`config.mk`:
```
export PLATFORM = sky130hd
export DESIGN_NAME = ffram_rf
export DESIGN_NICKNAME = d
export VERILOG_FILES = /design/src/rtl/ffram_pkg.sv /design/src/rtl/ffram_word.sv /design/src/rtl/ffram_rf.sv
export SDC_FILE = /design/constraint.sdc
export NUM_CORES = 1
export LEC_CHECK = 0
export BUFFER_PORTS_ARGS = -buffer_cell sky130_fd_sc_hd__buf_2
export CAP_MARGIN = 20
export CORE_UTILIZATION = 57
export DETAILED_ROUTE_END_ITERATION = 8
export GPL_ROUTABILITY_DRIVEN = 0
export PLACE_DENSITY = 0.85
export RECOVER_POWER = 50
export SLEW_MARGIN = 10
export SYNTH_ARGS = -nofsm -noshare
export SYNTH_HDL_FRONTEND = slang
export SYNTH_SLANG_ARGS = --single-unit
export TNS_END_PERCENT = 50
```
`constraint.sdc`:
```
create_clock -name clk -period 1.5 [get_ports clk]
set_input_delay 0.075 -clock clk [delete_from_list [all_inputs] [get_ports clk]]
set_output_delay 0.075 -clock clk [all_outputs]
set_load 0.02 [all_outputs]
```
`src/rtl/ffram_pkg.sv`:
```
// Shared constants and helpers for the flip-flop register file.
// Imported by the word register and the register-file top.
package ffram_pkg;

    localparam int DEF_WIDTH = 8;
    localparam int DEF_DEPTH = 4;

    // Ceiling log2, used at elaboration time to size address ports.
    function automatic int ffram_clog2(input int value);
        int result;
        result = 0;
        for (int i = 0; i < 31; i++) begin
            if ((32'sd1 <<< i) < value) begin
                result = i + 1;
            end else begin
                result = result;
            end
        end
        return result;
    endfunction

endpackage

```
`src/rtl/ffram_word.sv`:
```
// One storage word of the register file: WIDTH flops with sync reset,
// clear-all and load enable (clear has priority over load).
module ffram_word
    import ffram_pkg::*;
#(
    parameter int WIDTH = DEF_WIDTH
) (
    input  logic             clk,
    input  logic             reset,
    input  logic             clr,
    input  logic             load,
    input  logic [WIDTH-1:0] d,
    output logic [WIDTH-1:0] q
);

    logic [WIDTH-1:0] word_q;
    logic [WIDTH-1:0] word_d;

    // Next-state selection: clear beats load, otherwise hold.
    always_comb begin
        word_d = word_q;
        if (clr) begin
            word_d = {WIDTH{1'b0}};
        end else if (load) begin
            word_d = d;
        end else begin
            word_d = word_q;
        end
    end

    // Word storage register.
    always_ff @(posedge clk) begin
        if (reset) begin
            word_q <= {WIDTH{1'b0}};
        end else begin
            word_q <= word_d;
        end
    end

    assign q = word_q;

endmodule

```
`src/rtl/ffram_rf.sv`:
```
// DEPTH x WIDTH flip-flop register file with one write port, a clear-all
// command and two independent registered read ports with write/clear bypass.
module ffram_rf
    import ffram_pkg::*;
#(
    parameter  int WIDTH = DEF_WIDTH,
    parameter  int DEPTH = DEF_DEPTH,
    localparam int AW    = ffram_clog2(DEPTH)
) (
    input  logic             clk,
    input  logic             reset,
    input  logic             wen,
    input  logic [AW-1:0]    waddr,
    input  logic [WIDTH-1:0] din,
    input  logic             clr,
    input  logic             ren0,
    input  logic [AW-1:0]    raddr0,
    output logic [WIDTH-1:0] dout0,
    output logic             rvalid0,
    input  logic             ren1,
    input  logic [AW-1:0]    raddr1,
    output logic [WIDTH-1:0] dout1,
    output logic             rvalid1
);

    logic [WIDTH-1:0] mem_s [DEPTH];
    logic [1:0]       ren_s;
    logic [AW-1:0]    raddr_s [2];

    assign ren_s      = {ren1, ren0};
    assign raddr_s[0] = raddr0;
    assign raddr_s[1] = raddr1;

    for (genvar w = 0; w < DEPTH; w++) begin : g_word
        logic load_s;
        assign load_s = wen && (waddr == AW'(w));

        ffram_word #(
            .WIDTH (WIDTH)
        ) u_word (
            .clk   (clk),
            .reset (reset),
            .clr   (clr),
            .load  (load_s),
            .d     (din),
            .q     (mem_s[w])
        );
    end

    for (genvar p = 0; p < 2; p++) begin : g_port
        logic [WIDTH-1:0] dout_q;
        logic [WIDTH-1:0] dout_d;
        logic             rvalid_q;
        logic             rvalid_d;

        // Read mux with bypass so a read sees the result of this cycle's clear/write.
        always_comb begin
            dout_d   = dout_q;
            rvalid_d = 1'b0;
            if (ren_s[p]) begin
                rvalid_d = 1'b1;
                if (clr) begin
                    dout_d = {WIDTH{1'b0}};
                end else if (wen && (waddr == raddr_s[p])) begin
                    dout_d = din;
                end else begin
                    dout_d = mem_s[raddr_s[p]];
                end
            end else begin
                dout_d   = dout_q;
                rvalid_d = 1'b0;
            end
        end

        // Registered read data and valid.
        always_ff @(posedge clk) begin
            if (reset) begin
                dout_q   <= {WIDTH{1'b0}};
                rvalid_q <= 1'b0;
            end else begin
                dout_q   <= dout_d;
                rvalid_q <= rvalid_d;
            end
        end
    end

    assign dout0   = g_port[0].dout_q;
    assign rvalid0 = g_port[0].rvalid_q;
    assign dout1   = g_port[1].dout_q;
    assign rvalid1 = g_port[1].rvalid_q;

endmodule

```
; ---- Word-level counts from Yosys, hierarchy flattened
; Index checks and enable logic that the tools add are counted.
; W data, S select, Z words.
[word_totals]
out_inout_bits = 18
wordCells = 37
input_bits = 20
regBits = 50
[classes]
n_eq_ne = 5
reduce_logical = 8
n_bitwise = 2
n_mux = 12
order_cmp = 2
[op_table]
columns = operator, n
row1 = $mux W8, 8
row2 = $bmux W8 S2, 2
row3 = $ge A3 B3 Y1 const B, 2
row4 = $logic_and A1 B1 Y1, 6
row5 = $not A2 Y3, 2
row6 = $eq A2 B2 Y1, 2
row7 = $eq A2 B2 Y1 const B, 2
row8 = $eq A2 B1 Y1 const B, 1
row9 = $logic_not A2 Y1, 1
row10 = $mux W1, 2
row11 = $reduce_or A2 Y1, 1

; ---- Logic depth before layout (Yosys ltp)
[logic_depth]
depth_word = 6
mapped_depth = 5
mapped_depth_nobuf = 3

; ---- Cells and area by module
; A second synthesis with hierarchy kept.
[unflattened]
cells_unflattened = 234
area_unflattened_um2 = 2620.0
[modules_own_cells]
columns = mod, cells_each, n_inst, area_each_um2, seq_area_each_um2
row1 = ffram_rf, 126, 1, 1438.9, 360.3
row2 = ffram_word, 27, 4, 295.3, 160.2

; ---- Worst setup path before layout
; OpenSTA, ideal clock, no wires.
[synth_timing]
path_kind = flip-flop to flip-flop
from = reg g_word[1].u_word.word_q[0]
to = reg g_port[1].dout_q[0] (netlist: dout1[0])
required_time_ps = 1362
path_buffers = 0
setup_time_ps = 138
slack_ps = 346
stages_incl_launch_ff = 4
synth_period_minus_slack_ps = 1154
t_arrival_ps = 1016
path_cell_list = dfxtp_1 mux4_1 o311ai_0 o211ai_2
[synth_between]
elab_chain_cells = 5
[synth_rtl]
columns = element, line
row1 = "start, declared", ffram_word.sv:16  ; logic [WIDTH-1:0] word_q;
row2 = "start signal, assigned", ffram_word.sv:34  ; word_q <= {WIDTH{1'b0}};
row3 = "start signal, assigned", ffram_word.sv:36  ; word_q <= word_d;
row4 = $bmux W8 S2, ffram_rf.sv:67  ; dout_d = mem_s[raddr_s[p]];
row5 = $mux W8 (implied by the code) (2 in a row), ffram_rf.sv:67
row6 = $mux W8, ffram_rf.sv:64  ; end else if (wen && (waddr == raddr_s[p])) begin
row7 = $mux W8, ffram_rf.sv:62  ; if (clr) begin
row8 = "end signal, assigned", ffram_rf.sv:78  ; dout_q <= {WIDTH{1'b0}};
row9 = "end signal, assigned", ffram_rf.sv:81  ; dout_q <= dout_d;
row10 = "end, declared", ffram_rf.sv:51  ; logic [WIDTH-1:0] dout_q;
; No other way between the ends. The select of a mux whose other input is x is not followed.
; A chain may end at the register's enable or synchronous reset.

; ---- Final worst setup path
[layout_timing]
from = reg g_word[1].u_word.word_q[4]
to = reg g_port[1].dout_q[4] (netlist: dout1[4])
; The elaborated chain is that of the path after synthesis.

==> results.md <==
- Status: complete, no violations
- I/O Buffers: 37
- Max-slew violation count: 0
- N_diodes: 0
- Worst vdd ir: about 0.00047 V
- Synth warn: 0
- Core region area: 0.00435 mm²
- Util after Layout: 66.6%
- Post-Synth Simple-Gate Area: around an eighth
- Cell area after synthesis: 0.00258 mm²
- Tightest Hold Check Type: primary input to register
- Max Clk Rate: about 0.8 GHz
- Clock Tree Root: clkbuf_8
- Fin crit period: 1.28 ns
- Critical path startpoint category: register
- Final Cycle Share: 85.5%
- Routed WL per cell: 18.2 µm
- Final hold vios: 0
- Die H: 69.2 µm
- Total track usage: 25.8%
- CTS Sinks: 50
- Nets: about 290
- Die area: 0.00479 mm²
- Syn avg cell area: 11.2 µm²
- Max-cap violation count: 0
- Post-CTS resize count: 0
- Initial DRT Pass Iterations: 4
- Hpwl dp: 4.42 mm
- Die Wd: about 69 µm
- Number of H-tree levels: 2
- TritonCTS clock tree: built
- Yosys cell types: 23
- Critical path origin: g_word[1].u_word.q[4]
- Placed inst area: 0.00281 mm²
- Crit path capture type: register
- Reg clk slew, reported paths: about 0.090 ns
- Routed vias/inst: 6.05
- Wirelength, routed: 5.84 mm
- Syn_nets: 250
- Initial DRC count: ~200
- Commonest non-fill, non-tap cell in the layout: dfxtp_1
- Largest net degree at the start of global routing: 33
- First-pass GRT wire length: between 9 and 10 mm
- Type of the worst setup path: register to register
- Postcts setup bufs: 0
- Cts hold-fix bufs: 0
- Layout Skew: 0.00592 ns
- Worst skew pair latency: ~0.30 ns
- Seq cells post-synth: 50
- Clk buf depth: 2
- Actual slew at the worst max-slew pin: around 1.1 ns
- Leakage: 0.00128 µW
- Final instance area: approximately 0.0029 mm²
- RSZ-0062 raised after global routing: false
- Hold slack: 0.0261 ns
- XOR/XNOR Fraction of Synth Area: 2.82%
- Critical path required time: 1.67 ns
- Total gr overflow: 0
- Final setup viols: 0
- Post-Synth Adder-Cell Area: 0%
- Total power: between 2000 and 2500 µW
- Synth Area in Compound Gates: between 10% and 20%
- Hold Crit Start: ren1
- Routed Antenna Nets: 0
- Largest fanout on the critical path: 3
- Num ports: 38
- Commonest cells after routing, fill and taps aside: 50 x dfxtp_1, 34 x nor2_1, 33 x buf_2
- Vias in the first global route: 1962
- Pwr Density: 859 mW/mm²
- Rel. slew slack: ~28%
- Initial core utilization: 59.2%
- Layout cells sized above 1: 30.9%
- Initial antenna violation count: 0
- CTS Buf Count: 5
- Worst EP arrival: 1.46 ns
- Largest family of logic cells by synthesized area: multiplexers
- Total vias in the final route: 1943
- Area delta synth->final: 12.6%
- Setup tns final: 0 ns
- Num rows: 24
- Post-synthesis sequential area ratio: 38.9%
- Hold path cells: 2
- Residual DRC: 0
- Reg2reg start: g_word[1].u_word.q[4]
- Worst R2R Path Depth: 3
- Synthesized instance count: 230
- Mux cell area share after synthesis: around 27%
[stage by stage]
stage | setup WS [ns] | cells
after CTS | 0.219 | 321
after global placement | 0.0508 | 313
after global routing | 0.130 | 321
after detailed placement | 0.00267 | 313
after floorplan | 0.346 | 230
final | 0.217 | 321
[cell families (layout without fill, tap and decap cells)]
kind of cell,after synthesis,after routing
AOI/OAI and AO/OA,32,32
xor gates and xnor gates,4,4
buffers and inverters,19,58
DFF,50,50
muxes,48,48
and+or+nand+nor,77,77
[power breakdown]
| part | total, µW | switching, µW | internal, µW | leakage, µW |
|---|---|---|---|---|
| Combinational | 325 | 197 | 128 | 0.000823 |
| Sequential | 1360 | 14.0 | 1350 | 0.000404 |
| Clock | 804 | 431 | 373 | 0.0000482 |
[flip-flops by register name (all words and copies together) (netlist names)]
register	count
g_word.u_word.q	32
dout0	8
dout1	8
rvalid0	1
rvalid1	1
[cell usage after synthesis, drive strengths merged]
| cell type | n | share of area (%) |
|---|---|---|
| dfxtp | 50 | 39 |
| nor2 | 34 | 5.0 |
| mux2i | 32 | 12 |
| nand2 | 32 | 4.7 |
| mux4 | 16 | 15 |
| o211ai | 16 | 7.8 |
| o311ai | 16 | 5.4 |
| buf | 9 | 3.5 |
| clkbuf | 9 | 1.4 |
| xor2 | 4 | 2.8 |
| nor3b | 3 | 1.3 |
| nand3b | 2 | 0.58 |
| nor2b | 2 | 0.49 |
| or3 | 2 | 0.49 |
| inv | 1 | 0.15 |
| nand3 | 1 | 0.19 |
| or2 | 1 | 0.24 |
[final timing paths]
check,end,slack (ns)
max,dout1[4],0.22
min,rvalid1,0.03
max reg2reg,dout1[4],0.22
min reg2reg,dout1[5],0.46
[per-layer routing]
metal  vias to the layer above  share of wire (%)  GRT usage, %  routed length, µm
met5                         -                  0             0                  0
met4                         0                2.1          7.26                125
met3                        15                7.7          7.27                450
met2                        82                 49          42.7               2850
met1                       922                 41          33.0               2420
li1                        924                  -             -                  -
[critical path, cell delays in order (launching register included)]
cell and delay (ns):
dfxtp_1 0.35, mux4_1 0.51, o311ai_0 0.16, o211ai_2 0.14
[layout make-up]
cell class / count / area (µm²)
clock buffer: 7 / 86.3
clock inverter: 1 / 5.00
fill: 344 / 1450
inverter: 1 / 3.75
multi-input combinational: 161 / 1440
sequential: 50 / 1000
tap: 52 / 65.1
timing repair buffer: 49 / 295
No activity file was read; power rests on OpenSTA's default activity.
